[src/rtl/cmp_pkg.sv]
// Shared constants and state encoding for the compare-ALU bitmap feeder.
//   ROWS/COLS : bitmap height/width (column word / row word widths)
//   ADDR_W    : image memory address width
//   *_W       : pointer, load-counter and timeout counter widths
package cmp_pkg;

    localparam int unsigned ROWS   = 64;
    localparam int unsigned COLS   = 24;
    localparam int unsigned ADDR_W = 16;

    localparam int unsigned COL_W  = 5;
    localparam int unsigned ROW_W  = 6;
    localparam int unsigned LCNT_W = 7;
    localparam int unsigned TMO_W  = 8;

    typedef enum logic [1:0] {
        FEED_IDLE   = 2'd0,
        FEED_LOAD   = 2'd1,
        FEED_STREAM = 2'd2,
        FEED_DONE   = 2'd3
    } feed_state_e;

endpackage

[src/rtl/cmp_bitbuf.sv]
// ROWS x COLS bitmap register array, contents not reset.
//   clk                      : clock
//   we/waddr/wdata           : single row write port
//   raddr_top -> rdata_top   : top-side row read port (combinational)
//   raddr_bot -> rdata_bot   : bottom-side row read port (combinational)
//   cidx -> cdata            : column read port, cdata[j] = row j, bit cidx
module cmp_bitbuf
    import cmp_pkg::*;
(
    input  logic             clk,
    input  logic             we,
    input  logic [ROW_W-1:0] waddr,
    input  logic [COLS-1:0]  wdata,
    input  logic [ROW_W-1:0] raddr_top,
    output logic [COLS-1:0]  rdata_top,
    input  logic [ROW_W-1:0] raddr_bot,
    output logic [COLS-1:0]  rdata_bot,
    input  logic [COL_W-1:0] cidx,
    output logic [ROWS-1:0]  cdata
);

    logic [COLS-1:0] mem [ROWS];

    // Row write
    always_ff @(posedge clk) begin
        if (we) begin
            mem[waddr] <= wdata;
        end
    end

    assign rdata_top = mem[raddr_top];
    assign rdata_bot = mem[raddr_bot];

    // Transposing mux: gather bit cidx of every row
    always_comb begin
        cdata = '0;
        for (int unsigned j = 0; j < ROWS; j++) begin
            cdata[ROW_W'(j)] = mem[ROW_W'(j)][cidx];
        end
    end

endmodule

[src/rtl/cmp_bitfeed.sv]
// Bitmap feeder for the compare ALU: loads a COLS x ROWS bitmap from image
// memory, then streams columns (left to right) and row pairs (top down and
// bottom up) on ALU request.
//   clk, rst (sync, active-high)
//   start, base_addr                 : begin a load at base_addr (IDLE/DONE only)
//   mem_rd, mem_addr, mem_rdata      : image memory read, data 1 cycle after strobe
//   alustart                         : pulse on first STREAM cycle
//   nextcolumn, nextrow, cmp_done    : ALU requests / completion
//   bitcolumn, nextcolumnready       : column word + new-data pulse
//   bitrowtop, nextrowtopready       : top-side row + new-data pulse
//   bitrowbot, nextrowbotready       : bottom-side row + new-data pulse
//   busy, feed_done                  : LOAD/STREAM activity, DONE flag
module cmp_bitfeed
    import cmp_pkg::*;
(
    input  logic              clk,
    input  logic              rst,
    input  logic              start,
    input  logic [ADDR_W-1:0] base_addr,
    output logic              mem_rd,
    output logic [ADDR_W-1:0] mem_addr,
    input  logic [COLS-1:0]   mem_rdata,
    output logic              alustart,
    input  logic              nextcolumn,
    input  logic              nextrow,
    input  logic              cmp_done,
    output logic [ROWS-1:0]   bitcolumn,
    output logic              nextcolumnready,
    output logic [COLS-1:0]   bitrowtop,
    output logic              nextrowtopready,
    output logic [COLS-1:0]   bitrowbot,
    output logic              nextrowbotready,
    output logic              busy,
    output logic              feed_done
);

    feed_state_e state_q, state_d;

    logic [LCNT_W-1:0] lcnt_q, lcnt_d;
    logic              wr_en_q;
    logic [ROW_W-1:0]  wr_idx_q;
    logic [COL_W-1:0]  col_q, col_d;
    logic [ROW_W-1:0]  top_q, top_d;
    logic [ROW_W-1:0]  bot_q, bot_d;
    logic              col_exh_q, col_exh_d;
    logic              row_exh_q, row_exh_d;
    logic              primed_q, primed_d;
    logic [TMO_W-1:0]  tmo_q, tmo_d;

    logic              mem_rd_d;
    logic [ADDR_W-1:0] mem_addr_d;
    logic              alustart_d;
    logic [ROWS-1:0]   bitcolumn_d;
    logic [COLS-1:0]   bitrowtop_d;
    logic [COLS-1:0]   bitrowbot_d;
    logic              colrdy_d;
    logic              rowrdy_d;
    logic              busy_d;
    logic              feed_done_d;

    logic              serve_col;
    logic              serve_row;
    logic              tmo_hit;

    logic [COLS-1:0]   rd_top;
    logic [COLS-1:0]   rd_bot;
    logic [ROWS-1:0]   rd_col;

    cmp_bitbuf u_buf (
        .clk       (clk),
        .we        (wr_en_q),
        .waddr     (wr_idx_q),
        .wdata     (mem_rdata),
        .raddr_top (top_q),
        .rdata_top (rd_top),
        .raddr_bot (bot_q),
        .rdata_bot (rd_bot),
        .cidx      (col_q),
        .cdata     (rd_col)
    );

    // Both sides drained and the ALU never said done
    assign tmo_hit = col_exh_q && row_exh_q && (tmo_q == '1);

    // State register
    always_ff @(posedge clk) begin
        if (rst) begin
            state_q <= FEED_IDLE;
        end else begin
            state_q <= state_d;
        end
    end

    // Next-state logic
    always_comb begin
        state_d = state_q;
        case (state_q)
            FEED_IDLE, FEED_DONE: if (start) state_d = FEED_LOAD;
            FEED_LOAD:            if (lcnt_q == LCNT_W'(ROWS)) state_d = FEED_STREAM;
            FEED_STREAM:          if (cmp_done || tmo_hit) state_d = FEED_DONE;
            default:              state_d = FEED_IDLE;
        endcase
    end

    // Output / datapath next values
    always_comb begin
        lcnt_d      = lcnt_q;
        col_d       = col_q;
        top_d       = top_q;
        bot_d       = bot_q;
        col_exh_d   = col_exh_q;
        row_exh_d   = row_exh_q;
        primed_d    = primed_q;
        tmo_d       = tmo_q;
        mem_rd_d    = 1'b0;
        mem_addr_d  = mem_addr;
        bitcolumn_d = bitcolumn;
        bitrowtop_d = bitrowtop;
        bitrowbot_d = bitrowbot;
        colrdy_d    = 1'b0;
        rowrdy_d    = 1'b0;
        serve_col   = 1'b0;
        serve_row   = 1'b0;
        alustart_d  = (state_q == FEED_LOAD) && (state_d == FEED_STREAM);
        busy_d      = (state_d == FEED_LOAD) || (state_d == FEED_STREAM);
        feed_done_d = (state_d == FEED_DONE);

        case (state_q)
            FEED_IDLE, FEED_DONE: begin
                if (start) begin
                    lcnt_d     = '0;
                    mem_rd_d   = 1'b1;
                    mem_addr_d = base_addr;
                    col_d      = '0;
                    top_d      = '0;
                    bot_d      = ROW_W'(ROWS - 1);
                    col_exh_d  = 1'b0;
                    row_exh_d  = 1'b0;
                    primed_d   = 1'b0;
                    tmo_d      = '0;
                end
            end
            FEED_LOAD: begin
                lcnt_d = lcnt_q + LCNT_W'(1);
                if (lcnt_q < LCNT_W'(ROWS - 1)) begin
                    mem_rd_d   = 1'b1;
                    mem_addr_d = mem_addr + ADDR_W'(1);
                end
            end
            FEED_STREAM: begin
                if (!cmp_done) begin
                    // The unprimed first cycle behaves like a request on both sides
                    serve_col = !primed_q ||
                                (nextcolumn && !nextcolumnready && !col_exh_q);
                    serve_row = !primed_q ||
                                (nextrow && !nextrowtopready && !row_exh_q);
                    primed_d  = 1'b1;

                    if (serve_col) begin
                        bitcolumn_d = rd_col;
                        colrdy_d    = 1'b1;
                        if (col_q == COL_W'(COLS - 1)) begin
                            col_exh_d = 1'b1;
                        end else begin
                            col_d = col_q + COL_W'(1);
                        end
                    end

                    if (serve_row) begin
                        bitrowtop_d = rd_top;
                        bitrowbot_d = rd_bot;
                        rowrdy_d    = 1'b1;
                        if (top_q == ROW_W'(ROWS - 1)) begin
                            row_exh_d = 1'b1;
                        end else begin
                            top_d = top_q + ROW_W'(1);
                            bot_d = bot_q - ROW_W'(1);
                        end
                    end

                    if (col_exh_q && row_exh_q) begin
                        tmo_d = tmo_q + TMO_W'(1);
                    end
                end
            end
            default: ;
        endcase
    end

    // Datapath and output registers
    always_ff @(posedge clk) begin
        if (rst) begin
            lcnt_q          <= '0;
            wr_en_q         <= 1'b0;
            wr_idx_q        <= '0;
            col_q           <= '0;
            top_q           <= '0;
            bot_q           <= ROW_W'(ROWS - 1);
            col_exh_q       <= 1'b0;
            row_exh_q       <= 1'b0;
            primed_q        <= 1'b0;
            tmo_q           <= '0;
            mem_rd          <= 1'b0;
            mem_addr        <= '0;
            alustart        <= 1'b0;
            bitcolumn       <= '0;
            nextcolumnready <= 1'b0;
            bitrowtop       <= '0;
            nextrowtopready <= 1'b0;
            bitrowbot       <= '0;
            nextrowbotready <= 1'b0;
            busy            <= 1'b0;
            feed_done       <= 1'b0;
        end else begin
            lcnt_q          <= lcnt_d;
            // Read data returns one cycle after the strobe; lcnt still names its row
            wr_en_q         <= mem_rd;
            wr_idx_q        <= ROW_W'(lcnt_q);
            col_q           <= col_d;
            top_q           <= top_d;
            bot_q           <= bot_d;
            col_exh_q       <= col_exh_d;
            row_exh_q       <= row_exh_d;
            primed_q        <= primed_d;
            tmo_q           <= tmo_d;
            mem_rd          <= mem_rd_d;
            mem_addr        <= mem_addr_d;
            alustart        <= alustart_d;
            bitcolumn       <= bitcolumn_d;
            nextcolumnready <= colrdy_d;
            bitrowtop       <= bitrowtop_d;
            nextrowtopready <= rowrdy_d;
            bitrowbot       <= bitrowbot_d;
            nextrowbotready <= rowrdy_d;
            busy            <= busy_d;
            feed_done       <= feed_done_d;
        end
    end

endmodule

[config.mk]
export PLATFORM = sky130hd
export DESIGN_NAME = cmp_bitfeed
export DESIGN_NICKNAME = d
export VERILOG_FILES = /design/src/rtl/cmp_pkg.sv /design/src/rtl/cmp_bitbuf.sv /design/src/rtl/cmp_bitfeed.sv
export SDC_FILE = /design/constraint.sdc
export NUM_CORES = 2
export LEC_CHECK = 0
export ABC_CLOCK_PERIOD_IN_PS = 8500
export BUFFER_PORTS_ARGS = -buffer_cell sky130_fd_sc_hd__buf_2
export CAP_MARGIN = 20
export CORE_MARGIN = 3
export CORE_UTILIZATION = 55
export CTS_CLUSTER_DIAMETER = 100
export CTS_CLUSTER_SIZE = 12
export DETAILED_ROUTE_END_ITERATION = 12
export PLACE_DENSITY = 0.71
export SLEW_MARGIN = 20
export SYNTH_ARGS = -nofsm -noshare
export SYNTH_HDL_FRONTEND = slang
export SYNTH_SLANG_ARGS = --single-unit
[constraint.sdc]
create_clock -name clk -period 8.5 [get_ports clk]
set_clock_uncertainty 0.1 [all_clocks]
set_input_delay 0.85 -clock clk [delete_from_list [all_inputs] [get_ports clk]]
set_output_delay 0.85 -clock clk [all_outputs]
set_load 0.02 [all_outputs]
==> run metrics <==
status complete, no violations; average size of a mapped cell approximately 17 um^2; drt wl/cell 42.6 um; endpoint type of the worst setup path flip-flop; syn nets about 5,400; largest net degree at the start of global routing between 100 and 150; Worst Setup Start Kind flip-flop; Inserted Clock Buffers roughly 160; PortBufs 180; max_slew headroom approximately 20%; Worst Path Required a little over 9 ns; Total GRT Usage between 30% and 40%; Worst R2R End bitrowtop[10]; first-pass GRT wire length about 460,000 um; Die X roughly 410 um; die height between 400 and 500 um; initial antenna violation count 22; worst setup path class flip-flop to flip-flop; Final nets 5,418; worst reg2reg startpoint top_q[0]; GP Congestion about 1; Net Sw Power about 3.9 mW; Worst Path Max Fanout 37; flops & latches, synth 1,714; TritonCTS Sinks between 1,500 and 2,000; Worst Path Arrival about 5.2 ns; combinational share of power about 5.6%; antenna-violating nets left 0; setup TNS 0 ns; Hold EP mem_addr[0]; Clk network pwr share about two fifths; H-Tree Depth 4; synth warn 0; Clock transition at path regs 0.07 ns; Reg power frac 54.2%; Max IR drop VDD 0.236 mV; Synth Cell Area ~0.09 mm^2; vias per std cell between 8 and 9; Post-synth EDFFs around 1,500; internal power 13.2 mW; Final Setup Violations 0; post-DP HPWL between 200,000 and 250,000 um; Hold WC Path Type input port to flip-flop; Post-CTS Hold Fix Bufs 0; PwrDens 173 mW/mm^2; PostCTS Resize Cnt 0; hold_sp base_addr[0]; Synth async-reset ratio 0%; Hold Vio Cnt, Final 0; Cells after Synth ~5,400; crit path launch top_q[0]; clock buffer depth 3; cell repeated most along the worst path buf_4; DR iter-0 viols roughly 10,000; CTS tree yes; worst path cell trace buf_4 -> buf_4 -> mux4_2 -> a21oi_1 -> o21ai_0 -> a31o_2; max_cap viols 0; fmax ~220 MHz; Ports around 180; Placement Rows between 100 and 150; Initial Util between 50% and 60%; Layout area overhead 8.51%; CORE AREA ~0.16 mm^2; Crit path largest cell delay approximately 0.90 ns; Synth Flop Type edfxtp_1; final instance area about 0.098 mm^2; dpl cell area 0.0935 mm^2; Clock Latency Late Sink about 0.82 ns; vias in the first global route just under 60,000; Synth cell types 70; FF-to-FF setup slack 3.93 ns; Critical-path top delay cell dfxtp_4; DRT Pass-1 Iters 8; hold depth 3; Root Driver clkbuf_16; Post-CTS Setup Bufs 0; unrepaired setup endpoints after global routing no; die area roughly 0.17 mm^2; fin. max-slew vios 0; worst-margin pin slew about 1.2 ns; switching share of power 22.6%; WL final ~330,000 um; LEAKAGE around 31 nW; Period Utilization, post-route around 54%; layout cells sized above 1 around 34%; reg2reg path depth 6; register area share after synthesis 54.9%; DRC violations left 0; total gr overflow 0; min Tclk post-route 4.57 ns; DR vias 61,300
## layout by cell type, fill, tap and decap left out, types with 11 or more instances in the layout
cell       instances
nor2_4            13
dfxtp_4           13
buf_4            157
mux2_2           191
nor2_1            84
nand2_1          197
a32oi_1           17
a221oi_1          58
a211o_1          129
nor2b_1           82
or2_2             16
clkbuf_16        165
mux2i_1          392
buf_2            180
buf_12            14
nor2_2            49
edfxtp_1        1536
nand3_1           44
o22ai_1           68
clkbuf_1         101
a21oi_1          100
ha_1              11
nand4_1           15
dfxtp_1          163
a221o_1           20
mux4_2          1001
a31oi_1           75
a211oi_1          96
o21ai_0          122
o221ai_1          98
a22o_1            14
nor3_1            12
inv_1             15
nand2b_1          14
o211ai_1          52
## power by group through the flow
stage | Combinational [mW] | Sequential (mW) | Clock (mW)
after floorplan | 0.610 | 9.40 | 0
after global placement | 0.916 | 9.40 | 0
after CTS | 0.930 | 9.22 | 6.88
after global routing | 0.996 | 9.22 | 7.20
final | 0.948 | 9.22 | 6.85
after detailed placement | 0.928 | 9.40 | 0
## cells in the mapped netlist (17+ instances only)
cell / number / area [um^2]
a211o_1: 129 / 1130
a211oi_1: 97 / 728
a21oi_1: 102 / 510
a221o_1: 20 / 200
a221oi_1: 58 / 508
a31oi_1: 75 / 469
a32oi_1: 17 / 149
buf_1: 41 / 154
buf_2: 169 / 846
buf_4: 58 / 435
buf_6: 19 / 214
clkbuf_1: 218 / 818
dfxtp_1: 178 / 3560
edfxtp_1: 1536 / 46100
inv_1: 18 / 67.6
mux2_2: 191 / 2150
mux2i_1: 392 / 3920
mux4_2: 1001 / 22500
nand2_1: 197 / 739
nand3_1: 45 / 225
nor2_1: 146 / 548
nor2b_1: 89 / 557
o211ai_1: 52 / 390
o21ai_0: 124 / 621
o221ai_1: 98 / 858
o22ai_1: 68 / 425
## critical path: cells and delay by family, from the launching register on
| family | cells | cell delay (ns) |
|---|---|---|
| compound gates | 3 | 1.46 |
| mux | 1 | 0.60 |
| flops | 1 | 0.90 |
| buf+inv | 2 | 1.28 |
## state kept, by name, indices dropped and copies added (netlist names), 2 cells and up
register and flops:
u_buf.mem 1536, wr_idx_q 6, bot_q 6, bitrowbot 24
lcnt_q 7, top_q 6, bitcolumn 64, tmo_q 8
col_q 5, mem_addr 16, state_q 2, bitrowtop 24
## final cells by class
cell class | count | area, um^2
Antenna cell | 10 | 25.0
Clock buffer | 266 | 4510
Clock inverter | 12 | 161
Fill cell | 11900 | 64900
Inverter | 22 | 82.6
Multi-Input combinational cell | 3111 | 38600
Sequential cell | 1714 | 49700
Tap cell | 2175 | 2720
Timing Repair Buffer | 351 | 2360
## worst max-delay path by stage
| stage | to | slack (ns) | cells after the start |
|---|---|---|---|
| floorplan | u_buf.mem[44][0] | 5.43 | 4 |
| global placement | bitrowbot[16] | 3.76 | 7 |
| detailed placement | bitrowbot[6] | 4.10 | 7 |
| CTS | bitrowbot[4] | 4.06 | 7 |
| global route | bitrowbot[6] | 3.78 | 7 |
| finish | bitrowtop[10] | 3.93 | 6 |
## cell families after synthesis
logic type,share of synthesized area [%]
flip-flops,54.9
multiplexers,31.6
AO/OA/AOI/OAI,7.26
AND/OR/NAND/NOR,3.14
adder cells (fa/ha/maj),0.152
XOR/XNOR,0.116
buffers and inverters,2.82
## stage by stage
stage          instances  power (mW)  utilization [%]  hold slack (ns)  setup WS, ns
6_report            7661        17.0             60.2            0.230          3.93
5_1_grt             7652        17.4             60.2            0.254          3.78
4_1_cts             7651        17.0             60.2            0.180          4.06
3_5_place_dp        7373        10.3             57.3            0.402          4.10
3_3_place_gp        7372        10.3             57.3            0.383          3.76
2_1_floorplan       5353        10.0                -            0.374          5.43
## layer usage
metal / GRT usage [%] / share of wire, % / up-vias
li1: - / - / 23000
met1: 50.5 / 34 / 31600
met2: 56.7 / 45 / 5793
met3: 14.3 / 16 / 982
met4: 19.1 / 6.3 / 18
met5: 0 / 0.035 / -
(Power assumes the default switching activity.)
